<file path="config.mk">
export PLATFORM = sky130hd
export DESIGN_NAME = fft_stage_sequencer
export DESIGN_NICKNAME = d
export VERILOG_FILES = /design/src/rtl/fft_stage_sequencer.sv
export SDC_FILE = /design/constraint.sdc
export NUM_CORES = 1
export LEC_CHECK = 0
export BUFFER_PORTS_ARGS = -buffer_cell sky130_fd_sc_hd__buf_2
export CORE_MARGIN = 4
export CORE_UTILIZATION = 25
export CTS_BUF_LIST = sky130_fd_sc_hd__clkbuf_4 sky130_fd_sc_hd__clkbuf_8
export DETAILED_ROUTE_END_ITERATION = 8
export PLACE_DENSITY = 0.54
export SLEW_MARGIN = 20
export SYNTH_ARGS = -nofsm -noshare
export SYNTH_HDL_FRONTEND = slang
export SYNTH_SLANG_ARGS = --single-unit
</file>
<file path="constraint.sdc">
create_clock -name clk -period 2.7 [get_ports clk]
set_clock_uncertainty 0.15 [all_clocks]
set_input_delay 0.135 -clock clk [delete_from_list [all_inputs] [get_ports clk]]
set_output_delay 0.135 -clock clk [all_outputs]
set_load 0.005 [all_outputs]
</file>
<file path="src/rtl/fft_stage_sequencer.sv">
// Stage sequencer for an in-place radix-2 FFT over four banks: reads each stage,
// issues the matching writes PIPE_LAT cycles later, and drains before the next stage reads.
module fft_stage_sequencer #(
  parameter int LOG2N    = 5,
  parameter int PIPE_LAT = 2,
  localparam int Q  = 2 ** (LOG2N - 2),
  localparam int AW = LOG2N - 2,
  localparam int SW = $clog2(LOG2N)
) (
  input  logic          clk,
  input  logic          rst_n,
  input  logic          start,
  input  logic          hold,
  output logic          busy,
  output logic          done,
  output logic [SW-1:0] stage,
  output logic          stage_done,
  output logic          rd_valid,
  output logic [AW-1:0] rd_addr,
  output logic [AW-1:0] tw_addr,
  output logic          wr_en,
  output logic [AW-1:0] wr_addr,
  output logic [1:0]    state_dbg
);

  typedef enum logic [1:0] {
    S_IDLE  = 2'd0,
    S_READ  = 2'd1,
    S_DRAIN = 2'd2
  } state_t;

  localparam logic [AW-1:0] K_LAST     = '1;
  localparam logic [SW-1:0] LAST_STAGE = SW'(LOG2N - 1);

  state_t        r_state, w_next_state;
  logic [AW-1:0] r_k, w_next_k;
  logic [SW-1:0] r_stage, w_next_stage;
  logic          r_done, w_next_done;

  // Delay line: valid, last-of-stage tag and address of each read, oldest at index PIPE_LAT-1.
  logic [PIPE_LAT-1:0]         r_dl_v;
  logic [PIPE_LAT-1:0]         r_dl_last;
  logic [PIPE_LAT-1:0][AW-1:0] r_dl_a;

  logic w_rd_active;
  logic w_k_last;
  logic w_wr_last;

  assign w_rd_active = (r_state == S_READ);
  assign w_k_last    = (r_k == K_LAST);
  assign w_wr_last   = r_dl_v[PIPE_LAT-1] & r_dl_last[PIPE_LAT-1];

  always_comb begin
    w_next_state = r_state;
    w_next_k     = r_k;
    w_next_stage = r_stage;
    w_next_done  = 1'b0;
    case (r_state)
      S_IDLE: begin
        if (start) begin
          w_next_state = S_READ;
          w_next_k     = '0;
          w_next_stage = '0;
        end
      end
      S_READ: begin
        if (w_k_last) w_next_state = S_DRAIN;
        else          w_next_k     = r_k + AW'(1);
      end
      S_DRAIN: begin
        // k only wraps here, once the stage's last write is on the bus.
        if (w_wr_last) begin
          w_next_k = '0;
          if (r_stage == LAST_STAGE) begin
            w_next_state = S_IDLE;
            w_next_stage = '0;
            w_next_done  = 1'b1;
          end else begin
            w_next_state = S_READ;
            w_next_stage = r_stage + SW'(1);
          end
        end
      end
      default: w_next_state = S_IDLE;
    endcase
  end

  // hold freezes every register, including the pending done pulse and the delay line.
  always_ff @(posedge clk or negedge rst_n) begin
    if (!rst_n) begin
      r_state   <= S_IDLE;
      r_k       <= '0;
      r_stage   <= '0;
      r_done    <= 1'b0;
      r_dl_v    <= '0;
      r_dl_last <= '0;
      r_dl_a    <= '0;
    end else if (!hold) begin
      r_state      <= w_next_state;
      r_k          <= w_next_k;
      r_stage      <= w_next_stage;
      r_done       <= w_next_done;
      r_dl_v[0]    <= w_rd_active;
      r_dl_last[0] <= w_rd_active & w_k_last;
      r_dl_a[0]    <= r_k;
      for (int i = 1; i < PIPE_LAT; i++) begin
        r_dl_v[i]    <= r_dl_v[i-1];
        r_dl_last[i] <= r_dl_last[i-1];
        r_dl_a[i]    <= r_dl_a[i-1];
      end
    end
  end

  assign busy       = (r_state != S_IDLE);
  assign done       = r_done & ~hold;
  assign stage      = r_stage;
  assign stage_done = w_wr_last & ~hold;
  assign rd_valid   = w_rd_active & ~hold;
  assign rd_addr    = r_k;
  assign tw_addr    = r_k << r_stage;
  assign wr_en      = r_dl_v[PIPE_LAT-1] & ~hold;
  assign wr_addr    = r_dl_a[PIPE_LAT-1];
  assign state_dbg  = r_state;

endmodule
</file>
Word-level counts from Yosys, hierarchy flattened. Cells that the tools add are included.

Bits in writable memories: 0. Memories kept: 0. ROM bits: 0. Bits of input ports: 4. Latch bits: 0. Flip-flop bits (word level): 19.

Shift operators: 1. Multiply operators: 0. Div/mod/pow operators: 0. Reductions and logical operators: 7. Multiplexer cells: 15. Equality and inequality tests: 8. $lt $le $gt $ge: 0. Bitwise logic cells: 7. $add $sub $neg: 2.

Operators by type and width (number): 2-to-1 mux 3 bit (5); one-hot mux 3 bit (3 select lines) (1); AND reduction 4 bit (2); adder 3 x 1 -> 3 bit (second input constant) (2); bitwise AND 1 bit (6); == test 3 bit (second input constant) (2); 2-to-1 mux 2 bit (3); inequality test 2 bit (second input constant) (3); one-hot mux 2 bit (3 select lines) (1); one-hot mux 3 bit (2 select lines) (1); AND reduction 5 bit (1); 2-to-1 mux 1 bit (4); nonzero test 2 bit (2); nonzero test 3 bit (1); left shift 3 x 3 -> 3 bit (1); == test 2 x 1 -> 1 bit (second input constant) (1); == test 2 bit (second input constant) (1); zero test 2 bit (1); inequality test 2 x 1 -> 1 bit (second input constant) (1); inverter 1 bit (1).

Longest topological paths before layout.
Word-level depth: 4. Mapped depth: 5.

Worst setup path after synthesis. Ideal clock, no wire load.

Path type: flip-flop to flip-flop. From: reg r_k[0], in the netlist rd_addr[0]. To: reg r_k[1], in the netlist rd_addr[1]. Path buffers: 0. Cell stages (with the launch flop): 6. Data required time: 2.425 ns. Period minus slack after synthesis: 1.987 ns. Setup time: 0.125 ns. Arrival: 1.712 ns. Slack: 0.713 ns. Path through: dfrtp_1 > ha_1 > ha_1 > o21a_1 > a2111oi_4 > mux2_2.

Word-level cells in the longest chain between the ends: 3.

RTL lines: start: declaration (line 36) `logic [AW-1:0] r_k, w_next_k;`; start signal: assignment (line 100) `r_k <= w_next_k;`; adder 3 x 1 -> 3 bit / == test 3 bit (equally long branches) (line 68, 50); 2-to-1 mux 3 bit / inequality test 2 bit (equally long branches); one-hot mux 3 bit (3 select lines) / AND reduction 5 bit (equally long branches).

Parallel ways exist; a longest one is shown, timed or not. The select of a mux whose other input is x is not followed. A chain may end at the register's enable or synchronous reset.

Worst setup path in the final report.
From: reg r_k[0], in the netlist rd_addr[0]. To: reg r_k[2], in the netlist rd_addr[2].

The elaborated chain is that of the path after synthesis.

==> results by group <==
Final layout
  • Fill count: 397
  • Commonest non-fill, non-tap cell in the layout: buf_2
  • Core Util, Final: 0.3155
  • Layout area overhead: 18.27%
  • # nets final: 119
  • Multi-input logic area: between 400 and 500 µm²
  • N_diodes: 0
  • Commonest cells after routing, fill and taps aside: buf_2 (22), dfrtp_1 (19), nand2_1 (11)
  • Sequential standard cell area: approximately 480 µm²
  • Fraction of layout cells with a size suffix above 1: 0.3727

GRT
  • Largest net degree at the start of global routing: 21
  • Gr ovfl total: 0
  • Vias in the first global route: a little over 700
  • Initial antenna violation count: 0
  • Total GRT Usage: 0.08909
  • Global-route wire length before repair: ~3500 µm

Timing
  • Minimum clock period: about 2100 ps
  • Tightest Pin Transition: 469.9 ps
  • Fin. Hold Viols: 0
  • Slack of the critical path: about 560 ps
  • Final number of setup-violating endpoints: 0
  • Max_slew headroom: 0.6867
  • Setup TNS after final layout: 0 ps
  • Final max-slew violation count: 0
  • Hold Slack: between 100 and 150 ps
  • RSZ-0062 raised after global routing: no
  • Fin crit share: 0.7910
  • Max Clk Rate: between 400 and 500 MHz

Worst setup path
  • CP Launch Type: flop
  • Slowest Stage Delay on Critical Path: between 400 and 500 ps
  • Most used cell, CP: ha_1
  • Slowest cell on crit path: dfrtp_1
  • FF-to-FF Start: rd_addr[0]
  • Worst Setup Path Type: flop to flop
  • Worst-path maximum fanout: 8
  • Crit. End Element: flop
  • Worst Path Required: between 2000 and 3000 ps
  • Worst setup path startpoint: rd_addr[0]
  • Critical path arrival: 2130 ps
  • Crit path cell chain: ha_1, ha_1, o21a_1, a2111oi_4, mux2_2

Placed design
  • Detailed Place HPWL: roughly 1500 µm
  • Dpl ws: ~590 ps
  • Port buffer count: 22
  • RePlAce Congestion: between 0.7 and 0.8

Clocking
  • Longest Clk Path Bufs: 2
  • Clk sinks: 19
  • Cts bufs inserted: 3
  • Worst-skew pair later-pin latency: around 260 ps
  • H-tree lvl count: 1
  • CTS clk-pin slew, worst paths: roughly 80 ps
  • CTS tree: built
  • Clock Tree Root: clkbuf_8
  • Cts hold-fix bufs: 1
  • Post-CTS Resized: 0
  • Post-CTS repair timing setup buffer count: 0

Yosys
  • Mapped Cells: 90
  • Synth Area in Adders: 0.04938
  • Synth Area in XOR/XNOR: 0
  • Average size of a mapped cell: between 10 and 15 µm²
  • Total nets after synthesis: a little under 100
  • Distinct cell type count after synthesis: 35
  • Area of the mapped netlist: just over 1000 µm²
  • Synth top area share: 0.4691
  • Mux contribution to synthesized area: 0.1519
  • EDFF count, synth: 0
  • Main synth FF type: dfrtp_1
  • Compound-cell area share of the yosys netlist: 0.1160
  • Post-synthesis sequential area ratio: 0.4691
  • Largest family of logic cells by synthesized area: simple AND/OR/NAND/NOR gates
  • Largest area contributor in the netlist: dfrtp_1
  • Synth area leaders: dfrtp_1 (47%), mux2_2 (11%), ha_1 (4.9%), nand2_1 (4.1%), mux2i_1 (3.0%)
  • Synth Warn #: 0
  • #FFs+latches synth: 19
  • Ys async rst share: 1.000
  • Simple-Gate Fraction of Synth Area: 0.1654

Floorplanning
  • Die height: ~72 µm
  • Row count: 22
  • Die width: 71.67 µm
  • Starting density of the core: 0.2668
  • Core area: 3799 µm²
  • I/O pin count: 23
  • Die area: 5137 µm²

Job
  • Max_cap viols: 0

Detailed routing
  • Post-DR vias/cell: between 4 and 5
  • Via Count: around 730
  • Routed Antenna Nets: 0
  • Pre-antenna DRT Iters: 2
  • Remaining DRCs: 0
  • First DRT Iteration DRCs: 21
  • Routed WL per cell: roughly 13 µm
  • Wirelength, routed: about 2100 µm

Power and ir drop
  • Power, Total: 1075 µW
  • Leak: about 0.0006 µW
  • Peak supply drop: around 0.00022 V
  • Power Density: about 900 nW/µm²

Min path
  • Hold Startpoint: hold
  • Hold crit path type: input pin to flop

Outcome
  • Outcome: complete, no violations
==> sequential cells by signal, indices dropped and copies added (netlist names) <==
name and cells:
r_dl_a 3, rd_addr 3, stage 3, wr_addr 3, r_dl_last 2, r_dl_v 2, state_dbg 2, r_done 1
==> Yosys cell counts, types with 2 or more instances <==
master / number
nor2b_1: 2
buf_2: 2
inv_1: 2
a31oi_1: 2
buf_4: 3
ha_1: 4
o21ai_0: 3
mux2_2: 10
nor2_1: 3
mux2i_1: 3
and3b_1: 3
nor3_1: 2
nand2_1: 11
dfrtp_1: 19
==> where the power goes <==
group,switching [µW],internal [µW]
sequential,114,377
combinational,153,227
clock,102,103
==> cell type report <==
class                   count  share of cell area
flip-flops and latches     19              0.3967
clock buffers               3             0.03445
multi-input cells          62              0.4081
inverters                   2            0.006263
clock inverters             1            0.004175
repair buffers             23              0.1002
well taps                  48             0.05010
==> routing by layer <==
metal / up-vias / part of all wire / global-route usage
li1: 354 / - / -
met1: 362 / 0.47 / 0.1140
met2: 14 / 0.46 / 0.1378
met3: 4 / 0.034 / 0.01543
met4: 0 / 0.026 / 0.05637
met5: - / 0 / 0
==> logic make-up (layout without fill, tap and decap cells) <==
group / Yosys count / after routing
compound gates: 14 / 14
fa+ha+maj: 4 / 4
buf+inv: 9 / 29
flops: 19 / 19
mux: 14 / 14
simple gates: 30 / 30
==> metrics by stage <==
step | cells | area [µm²]
2_1_floorplan | 90 | 1013
3_3_place_gp | 153 | 1142
5_1_grt | 158 | 1199
3_5_place_dp | 153 | 1142
6_report | 158 | 1199
4_1_cts | 158 | 1199
==> final timing paths <==
| kind | end | depth (start not counted) | slack, ps |
|---|---|---|---|
| max | rd_addr[2] | 5 | 560 |
| min | r_dl_last[0] | 3 | 140 |
| max reg2reg | rd_addr[2] | 5 | 560 |
| min reg2reg | r_dl_v[0] | 1 | 330 |
| max in group asynchronous | rd_addr[2] | 2 | 1900 |
| min in group asynchronous | stage[1] | 2 | 190 |
==> worst max-delay path: cells and delay by family, from the launching register on <==
kind                     cells  cell delay (ps)
AO/OA/AOI/OAI                2              580
flip-flops                   1              460
multiplexers                 1              380
adder cells (fa/ha/maj)      2              450
Note: power is estimated with default switching activity, not from simulation.
